==> src/rtl/rv32_regfile_mp.sv <==
// Multi-port integer register file: NUM_RD registered read ports, NUM_WR write ports,
// same-cycle write-to-read bypass, and a sequential clear engine instead of a reset loop.
module rv32_regfile_mp #(
    parameter int unsigned XLEN     = 32,
    parameter int unsigned DEPTH    = 32,
    parameter int unsigned NUM_RD   = 2,
    parameter int unsigned NUM_WR   = 1,
    parameter int unsigned ZERO_REG = 1,
    localparam int unsigned AW      = $clog2(DEPTH)
) (
    input  logic                     clk,
    input  logic                     rst,
    input  logic                     clear,
    output logic                     ready,
    input  logic [NUM_WR-1:0]        wr_en,
    input  logic [NUM_WR*AW-1:0]     wr_addr,
    input  logic [NUM_WR*XLEN-1:0]   wr_data,
    input  logic [NUM_RD-1:0]        rd_en,
    input  logic [NUM_RD*AW-1:0]     rd_addr,
    output logic [NUM_RD*XLEN-1:0]   rd_data
);

    localparam logic [AW-1:0] LAST = AW'(DEPTH - 1);

    typedef enum logic {
        S_CLEAR,
        S_READY
    } state_t;

    state_t          state;
    logic [AW-1:0]   ptr;
    logic [XLEN-1:0] mem [DEPTH];

    logic [AW-1:0]   wa     [NUM_WR];
    logic [XLEN-1:0] wd     [NUM_WR];
    logic            wr_ok  [NUM_WR];
    logic [AW-1:0]   ra     [NUM_RD];
    logic [XLEN-1:0] rd_val [NUM_RD];

    // Write qualification and per-port read value with bypass (highest write port wins)
    always_comb begin
        for (int unsigned p = 0; p < NUM_WR; p++) begin
            wa[p]    = wr_addr[p*AW +: AW];
            wd[p]    = wr_data[p*XLEN +: XLEN];
            wr_ok[p] = wr_en[p] && (32'(wa[p]) < DEPTH) && !((ZERO_REG != 0) && (wa[p] == '0));
        end
        for (int unsigned r = 0; r < NUM_RD; r++) begin
            ra[r]     = rd_addr[r*AW +: AW];
            rd_val[r] = '0;
            if ((32'(ra[r]) < DEPTH) && !((ZERO_REG != 0) && (ra[r] == '0))) begin
                rd_val[r] = mem[ra[r]];
                for (int unsigned p = 0; p < NUM_WR; p++) begin
                    if (wr_ok[p] && (wa[p] == ra[r])) begin
                        rd_val[r] = wd[p];
                    end
                end
            end
        end
    end

    // Storage has no reset so it can map onto RAM; the sweep owns the write port in CLEAR
    always_ff @(posedge clk) begin
        if (state == S_CLEAR) begin
            if (!rst) begin
                mem[ptr] <= '0;
            end
        end else begin
            for (int unsigned p = 0; p < NUM_WR; p++) begin
                if (wr_ok[p]) begin
                    mem[wa[p]] <= wd[p];
                end
            end
        end
    end

    // Clear/ready sequencing and registered read ports
    always_ff @(posedge clk or posedge rst) begin
        if (rst) begin
            state   <= S_CLEAR;
            ptr     <= '0;
            ready   <= 1'b0;
            rd_data <= '0;
        end else begin
            case (state)
                S_CLEAR: begin
                    rd_data <= '0;
                    ptr     <= ptr + AW'(1);
                    if (ptr == LAST) begin
                        state <= S_READY;
                        ready <= 1'b1;
                        ptr   <= '0;
                    end
                end
                default: begin
                    for (int unsigned r = 0; r < NUM_RD; r++) begin
                        if (rd_en[r]) begin
                            rd_data[r*XLEN +: XLEN] <= rd_val[r];
                        end
                    end
                    if (clear) begin
                        state <= S_CLEAR;
                        ptr   <= '0;
                        ready <= 1'b0;
                    end
                end
            endcase
        end
    end

endmodule
==> config.mk <==
export PLATFORM = sky130hd
export DESIGN_NAME = rv32_regfile_mp
export DESIGN_NICKNAME = d
export VERILOG_FILES = /design/src/rtl/rv32_regfile_mp.sv
export SDC_FILE = /design/constraint.sdc
export NUM_CORES = 1
export LEC_CHECK = 0
export CORE_ASPECT_RATIO = 0.5
export CORE_MARGIN = 2
export CORE_UTILIZATION = 50
export DETAILED_ROUTE_END_ITERATION = 12
export HOLD_SLACK_MARGIN = 0.02
export PLACE_DENSITY_LB_ADDON = 0.15
export SYNTH_ARGS = -nofsm -noshare
export SYNTH_HDL_FRONTEND = slang
export SYNTH_SLANG_ARGS = --single-unit
export TNS_END_PERCENT = 50
==> constraint.sdc <==
create_clock -name clk -period 3.8 [get_ports clk]
set_input_delay 1.14 -clock clk [delete_from_list [all_inputs] [get_ports clk]]
set_output_delay 1.14 -clock clk [all_outputs]
set_load 0.005 [all_outputs]
==> results by stage, run 1 <==
Outcome:
- The run finished with clean final reports.

Global route:
- The met2 layer usage reported by global route is 47.6%.
- Global routing used 5.93% of the available met3 tracks.
- The layer flagged by global routing as most heavily used is met2.
- The number of global-route vias before repair is 30463.
- The number of antenna violations at the first check in global routing is 7.
- The first global-routing pass estimated 227 mm of wire.
- For this run, the total global-route usage over all layers was measured as 30.9%.
- Global routing consumed, on the met1 layer, 44.9% of the routing resources.
- Entering global routing, the biggest net connects 50 pins.
- Summed over all layers, the global routing overflow is 0.

Critical path:
- The standard cell with the maximum stage delay on the critical path is sky130_fd_sc_hd__a2111oi_0.
- The critical path goes through buf_8 -> buf_12 -> buf_4 -> mux4_2 -> a2111oi_0 -> buf_4 -> nor3_1 -> a221o_1.
- The endpoint arrival time on the critical path is 3.94 ns.
- In this design, the stage delay of the slowest critical-path cell is 0.89 ns.
- The number of cells on the worst reg-to-reg path is 6.
- The required time reported for the critical path endpoint is 4.39 ns.
- The worst setup path is of the in -> reg kind.
- The number of buffer and inverter stages on the critical path is 4.
- STA classifies the critical path endpoint as a register.
- The cell family contributing the most delay on the critical path is compound AO/OA/AOI/OAI gates.
- In this design, the critical path's most frequently occurring cell is sky130_fd_sc_hd__buf_4.
- STA classifies the critical path startpoint as an input pin.
- Along the worst path, the maximum fanout reaches 28.
- The critical path runs through a total of 8 cells.

Synthesis:
- The number of synthesized flops with an enable pin is 1024.
- The number of nets in the synthesized netlist is 2736.
- The number of synthesized register bits is 1095.
- The main flop type after synthesis is sky130_fd_sc_hd__edfxtp_1.
- After synthesis, the netlist uses 59 different library cells.
- The share of the Yosys chip area taken by registers is 64.4%.
- Yosys attributes the largest share of cell area to sky130_fd_sc_hd__edfxtp_1 61%, sky130_fd_sc_hd__mux4_2 17%, sky130_fd_sc_hd__mux2i_1 5.2%, sky130_fd_sc_hd__dfrtp_1 3.5%, sky130_fd_sc_hd__a221o_1 1.2%.
- During synthesis, Yosys emitted a total of 0 warnings.
- The combined area of all synthesized cells is 0.0505 mm2.
- The largest total area in the synthesized netlist belongs to sky130_fd_sc_hd__edfxtp_1.
- The share of synthesized flip-flops with an asynchronous set or reset is 6.48%.
- The mean cell area of the mapped netlist is 18.8 um2.
- The area fraction of the dominant cell type after synthesis is 60.9%.
- In the synthesized netlist, the number of instances is 2681.

Cells and area:
- The number of nets in the layout is 3096.
- The antenna cell count is 0.
- In the layout the commonest cells are 1024 x sky130_fd_sc_hd__edfxtp_1, 376 x sky130_fd_sc_hd__mux4_2, 262 x sky130_fd_sc_hd__mux2i_1.
- The area growth from synthesis to layout is 18.8%.
- The leading cell type in the layout, fill and taps excluded is sky130_fd_sc_hd__edfxtp_1.
- The cell area after layout is 0.0600 mm2.
- The fraction of the core area covered by cells at the end of the flow is 59.9%.
- The layout cell share with drive strength beyond 1 is 32.3%.

Die:
- The number of placement rows is 82.
- The die extent in x is 453 um.
- The area of the core is 0.100 mm2.
- The die boundary height is 229 um.
- Once the floorplan was initialized, standard cells occupied 50.4% of the core.
- The number of I/O pins is 118.
- The overall die area is 0.104 mm2.

Hold path:
- Along the worst hold path, the cell count comes to 1.
- The class of the worst hold path is reg -> reg.

Timing:
- The number of pins exceeding their max-slew limit in the final report is 0.
- The slew at the pin closest to its max-slew limit is 0.979 ns.
- The normalized max-slew margin is 33.1%.
- The total count of hold-check failures in the final report is 0.
- The timing-limited maximum frequency is 0.298 GHz.
- The worst clock skew is 0.0339 ns.
- Summed over all failing endpoints, the final setup total negative slack is 0 ns.
- The final-report setup violation count is 0.
- The worst path uses 88.3% of the clock period.
- The time the final worst path needs with I/O delays and setup is 3.36 ns.
- Setup repair after global routing left no endpoint under its margin.

Clock tree:
- The CTS buffer count is 98.
- In this run the clock root is driven by a sky130_fd_sc_hd__clkbuf_16.
- In this run the number of H-tree levels came out at 3.
- In this run the deepest clock path goes through 3 buffers.
- The cts-stage hold buffer count is 0.
- Once the clock tree was built, the resizer swapped 0 gates to a different size.
- The later pin in the worst-skew pair is clocked with a latency of 0.72 ns.
- Clock-pin slew was measured on the worst setup and hold paths at 0.06 ns.
- The tree built by TritonCTS fans out to 1095 sinks.
- TritonCTS built the clock tree.
- The number of setup buffers added after CTS is 0.

Drt:
- The iteration-0 DRC count of the detailed router is 4209.
- After detailed routing, the number of remaining DRC violations is 0.
- In the routed layout, each cell is associated on average with a via count of 6.88.
- The total number of vias is 30693.
- Dividing the detail-routed wire length by the instance count gives 35.6 um.
- The count of nets left with antenna violations once routing finished came out at 0.
- Before antenna repair, the detailed router went through 6 iterations.
- The final wirelength is 159 mm.

Flow run:
- Max-cap violations in this run came to 0.

Placed design:
- The final weighted congestion in routability-driven placement is 0.925.
- The half-perimeter wire length after detailed placement is 108 mm.
- The number of input and output port buffers inserted is 117.
- The area of placed instances is 0.0569 mm2.

Power:
- The maximum vdd drop is 0.347 mV.
- The total net switching power is 0.00785 W.
- For this design the ratio of total power to cell area is 494 mW/mm2.
- The fraction of power spent switching nets is 26.5%.
- Cell internal power was estimated by the tool at 0.0218 W.
- Of the total power, combinational logic draws 17.1%.
- The analysis attributes to cell leakage a power of 20.4 nW.
- The share of total power dissipated in sequential elements is 49.5%.
- The clock network fraction of design power is 33.3%.
-- state kept, by name, summed over array words and instances, names as in the netlist --
register,flops
mem,1024
rd_data,64
ptr,5
ready,1
state,1
-- power groups by stage --
stage                     Clock, W  Combinational (W)  Sequential (W)
after CTS                  0.00996            0.00505          0.0147
after floorplan                  0            0.00246          0.0148
after global routing        0.0104            0.00529          0.0147
final                      0.00987            0.00508          0.0147
after global placement           0            0.00498          0.0149
after detailed placement         0            0.00504          0.0149
-- layer usage --
layer,vias up,share of wire (%)
met1,16254,40
met3,266,9.7
li1,12373,-
met4,10,3.3
met5,-,0.047
met2,1790,47
-- Yosys cell counts, types with 5 or more instances --
master	n
sky130_fd_sc_hd__edfxtp_1	1024
sky130_fd_sc_hd__buf_12	9
sky130_fd_sc_hd__nor2b_1	5
sky130_fd_sc_hd__a22o_1	39
sky130_fd_sc_hd__o22ai_1	64
sky130_fd_sc_hd__and2_1	33
sky130_fd_sc_hd__buf_6	25
sky130_fd_sc_hd__clkbuf_1	101
sky130_fd_sc_hd__mux2_2	50
sky130_fd_sc_hd__xnor2_1	10
sky130_fd_sc_hd__buf_2	56
sky130_fd_sc_hd__a21oi_1	43
sky130_fd_sc_hd__a211oi_1	43
sky130_fd_sc_hd__buf_1	7
sky130_fd_sc_hd__mux4_2	376
sky130_fd_sc_hd__mux4_1	6
sky130_fd_sc_hd__buf_4	27
sky130_fd_sc_hd__o221ai_1	63
sky130_fd_sc_hd__a2111oi_1	12
sky130_fd_sc_hd__a221oi_1	44
sky130_fd_sc_hd__a22oi_1	49
sky130_fd_sc_hd__dfrtp_1	71
sky130_fd_sc_hd__nor3_1	22
sky130_fd_sc_hd__nand3b_1	6
sky130_fd_sc_hd__a221o_1	60
sky130_fd_sc_hd__nand2_1	45
sky130_fd_sc_hd__inv_1	5
sky130_fd_sc_hd__o21ai_0	10
sky130_fd_sc_hd__nor2_1	43
sky130_fd_sc_hd__mux2i_1	262
sky130_fd_sc_hd__a2111oi_0	22
-- area by class of cell --
class | instances | area (um2)
Multi-Input combinational cell | 1353 | 16900
Clock inverter | 53 | 433
Inverter | 5 | 22.5
Sequential cell | 1095 | 32500
Tap cell | 1344 | 1680
Clock buffer | 126 | 2650
Timing Repair Buffer | 488 | 5720
Fill cell | 7333 | 40200
-- cells by family after synthesis --
logic type / share of synthesized area (%)
DFF: 64.4
muxes: 23.4
AOI/OAI and AO/OA: 7.38
buffers and inverters: 2.78
and+or+nand+nor: 1.80
xor gates and xnor gates: 0.173
adders and majority gates: 0.0496
-- final timing paths --
kind | start | endpoint | slack, ns
max | rd_addr[5] | rd_data[39]$_DFFE_PP0P_ | 0.44
min reg2reg | rd_data[52]$_DFFE_PP0P_ | rd_data[52]$_DFFE_PP0P_ | 0.51
max in group asynchronous | rst | rd_data[52]$_DFFE_PP0P_ | 1.67
min | rd_data[52]$_DFFE_PP0P_ | rd_data[52]$_DFFE_PP0P_ | 0.51
min in group asynchronous | rst | ptr[3]$_DFFE_PP0P_ | 1.18
max reg2reg | mem[15][7]$_DFFE_PP_ | rd_data[39]$_DFFE_PP0P_ | 1.03
-- stage by stage --
step                      power, W  hold slack [ns]  setup slack, ns  std cells
final                       0.0296            0.514            0.443       4464
after global routing        0.0304            0.531            0.394       4464
after CTS                   0.0297            0.519            0.522       4464
after detailed placement    0.0200            0.505           -0.216       4285
after global placement      0.0198            0.500           -0.244       4285
after floorplan             0.0172            0.505           -0.191       2681
No activity file was read; power rests on OpenSTA's default activity.
==> inputs of run 2 (changes only) <==
--- a/config.mk
+++ b/config.mk
@@ -14,4 +14,4 @@
 export SYNTH_ARGS = -nofsm -noshare
 export SYNTH_HDL_FRONTEND = slang
 export SYNTH_SLANG_ARGS = --single-unit
-export TNS_END_PERCENT = 50
+export TNS_END_PERCENT = 20
==> constraint.sdc (replaced) <==
create_clock -name clk -period 3.7 [get_ports clk]
set_input_delay 1.11 -clock clk [delete_from_list [all_inputs] [get_ports clk]]
set_output_delay 1.11 -clock clk [all_outputs]
set_load 0.005 [all_outputs]
==> results by stage, run 2 (synthesis results as in run 1) <==
Critical path:
- The worst setup path is captured at a register.
- The critical-path maximum fanout is 21 (-25%).
- The endpoint arrival time on the critical path is 3.58 ns (-0.36 ns).
- The slowest stage of the critical path belongs to the cell sky130_fd_sc_hd__or4_4.
- The required time reported for the critical path endpoint is 4.10 ns (-0.29 ns).
- In this design, the critical path's most frequently occurring cell is sky130_fd_sc_hd__buf_4.
- The highest cell delay on the worst timing path is 0.58 ns (-0.31 ns).
- By startpoint and endpoint, the worst setup path is classified as in -> reg.
- The critical path goes through clkdlybuf4s50_1 -> or4_4 -> o211a_2 -> mux2i_1 -> buf_4 -> nand2_1 -> buf_4 -> nor2_4 -> buf_12.
- The kind of start point of the critical path is an input pin.

Outcome:
- The run finished with clean final reports.

Placed design:
- The final weighted congestion in routability-driven placement is 0.895 (-3.2%).
- The half-perimeter wire length after detailed placement was 110 mm (+1.3%).
- The number of input and output port buffers inserted is 117 (unchanged).

Global route:
- The largest net degree at the start of global routing is 41 (-18%).
- The number of antenna violations at the first check in global routing is 3 (-4).
- The number of global-route vias before repair is 30847 (+1.3%).
- The total congestion overflow after global routing came to 0 (unchanged).
- The global-route wire length before repair was 229 mm (+0.53%).
- The global routing usage summed across all routing layers is 31.2% (+0.30 points).

Clock tree:
- The cts-stage hold buffer count is 0 (unchanged).
- The cell at the root of the clock tree is sky130_fd_sc_hd__clkbuf_16.
- The worst-case clock buffer depth was 3 (unchanged).
- The sink count of the clock tree is 1095 (unchanged).
- The number of setup buffers added after CTS came to 0 (unchanged).
- The TritonCTS clock tree is yes.
- The post-cts gate resize count is 0 (unchanged).
- The CTS buffer count is 98 (unchanged).
- The clock insertion delay at the later pin of the skew report is 0.72 ns (about the same).
- The level count of the clock H-tree was 3 (unchanged).
- The clock input transition at the sequential cells of the worst setup and hold paths is 0.06 ns (about the same).

Timing:
- The slew at the pin closest to its max-slew limit was 0.974 ns (-0.00437 ns).
- The total count of hold-check failures in the final report is 0 (unchanged).
- The worst clock skew is 0.0348 ns (+0.000902 ns).
- The number of pins exceeding their max-slew limit in the final report is 0 (unchanged).
- The normalized max-slew margin is 34.9% (+1.8 points).
- Timing would allow up to 0.314 GHz.
- The setup TNS was 0 ns (unchanged).
- The final-report setup violation count is 0 (unchanged).
- The worst hold margin was 0.513 ns (-0.000648 ns).
- The final critical path takes up 85.9% of the cycle.
- Subtracting the final worst setup slack from the clock period gives 3.18 ns.
- Setup repair after global routing left no endpoint under its margin.

Die:
- The area of the core is 0.100 mm2 (unchanged).
- The number of I/O pins is 118 (unchanged).
- The die boundary height was 229 um (unchanged).
- The number of placement rows came to 82 (unchanged).
- The initial standard-cell utilization of the core came to 50.4% (unchanged).
- The die extent in x came to 453 um (unchanged).
- The overall die area is 0.104 mm2 (unchanged).

Cells and area:
- The flip-flop count of the largest register after layout was 1024 (unchanged).
- The antenna cell count is 0 (unchanged).
- The number of nets in the layout was 3091 (-0.16%).
- In the layout the commonest cells are 1024 x sky130_fd_sc_hd__edfxtp_1, 376 x sky130_fd_sc_hd__mux4_2, 262 x sky130_fd_sc_hd__mux2i_1.
- The register with the most flip-flops is mem.
- The synthesis-to-layout area growth is 18.8% (about the same).
- The leading cell type in the layout, fill and taps excluded is sky130_fd_sc_hd__edfxtp_1.
- The largest registers in the layout are mem: 1024 flops, rd_data: 64 flops, ptr: 5 flops.
- The layout cell share with drive strength beyond 1 came to 32.3% (about the same).

Power:
- The total power per unit cell area came to 513 mW/mm2 (+3.9%).
- The maximum vdd drop is 0.438 mV (+26%).
- The static power due to leakage is 20.4 nW (about the same).

Drt:
- The total number of vias came to 30748 (+0.18%).
- The final wirelength is 160 mm (+0.86%).
- The via density per instance is 6.89 (+0.27%).
- The DRC violations left came to 0 (unchanged).
- The first-pass iteration count of the detailed router is 5 (-1).
- The remaining number of nets flagged by the antenna check after routing came to 0 (unchanged).
- The average routed wire per standard cell was 35.9 um (+0.95%).
- The iteration-0 DRC count of the detailed router is 4219 (+0.24%).

Hold path:
- The path class of the tightest hold or removal check is reg -> reg.

Flow run:
- The number of max-cap violations came to 0 (unchanged).
run 2: cell count changes in the layout (fill, tap and decap cells not counted), moves of 2 or more:
| cell | previous run | this run |
|---|---|---|
| sky130_fd_sc_hd__inv_6 | 3 | 1 |
| sky130_fd_sc_hd__a2111oi_1 | 12 | 15 |
| sky130_fd_sc_hd__bufinv_16 | 7 | 10 |
| sky130_fd_sc_hd__clkinv_2 | 28 | 21 |
| sky130_fd_sc_hd__a2111oi_0 | 22 | 19 |
| sky130_fd_sc_hd__buf_12 | 142 | 137 |
| sky130_fd_sc_hd__clkinv_1 | 15 | 13 |
| sky130_fd_sc_hd__clkinvlp_4 | 1 | 4 |
| sky130_fd_sc_hd__clkinv_4 | 0 | 2 |
run 2: final timing paths:
check | startpoint | end | slack, ns | cells after the start
min in group asynchronous | rst | ptr[0]$_DFFE_PP0P_ | 1.19 | 3
hold / removal | rd_data[16]$_DFFE_PP0P_ | rd_data[16]$_DFFE_PP0P_ | 0.51 | 1
hold reg to reg | rd_data[16]$_DFFE_PP0P_ | rd_data[16]$_DFFE_PP0P_ | 0.51 | 1
setup / recovery | wr_addr[4] | mem[25][20]$_DFFE_PP_ | 0.52 | 9
setup reg to reg | state$_DFF_PP0_ | rd_data[3]$_DFFE_PP0P_ | 0.82 | 6
max in group asynchronous | rst | rd_data[18]$_DFFE_PP0P_ | 1.51 | 4
run 2: power breakdown:
part	internal, W	leakage (nW)	switching (W)
registers	0.0146	10.5	0.000432
clock network	0.00582	1.59	0.00465
logic	0.00218	8.27	0.00306
total	0.0226	20.4	0.00814
run 2: metrics by stage:
step	instance area, um2	setup WS, ns	total power (W)	cells	utilization (%)
floorplan	50600	-0.261	0.0177	2681	-
CTS	60000	0.567	0.0309	4460	59.9
global route	60000	0.496	0.0317	4460	59.9
global placement	56800	-0.192	0.0204	4280	56.7
finish	60000	0.520	0.0308	4460	59.9
detailed placement	56800	-0.172	0.0205	4280	56.7
run 2: layout make-up:
type	count	area, um2
fillers	7250	40100
flip-flops and latches	1095	32500
multi-input cells	1353	16900
repair buffers	483	5620
clock buffers	127	2690
well taps	1344	1680
clock inverters	53	537
inverters	5	22.5
run 2: worst max-delay path, delay by kind of cell:
family / cells / cell delay [ns]
mux: 1 / 0.22
buf+inv: 4 / 1.01
simple gates: 3 / 0.85
compound gates: 1 / 0.37
run 2: per-layer routing:
| metal | up-vias | global-route usage, % | share of wire (%) |
|---|---|---|---|
| met3 | 305 | 6.96 | 10 |
| met4 | 2 | 11.9 | 4.3 |
| met5 | - | 0 | 0.0056 |
| li1 | 12352 | - | - |
| met1 | 16288 | 45.0 | 40 |
| met2 | 1801 | 46.6 | 45 |
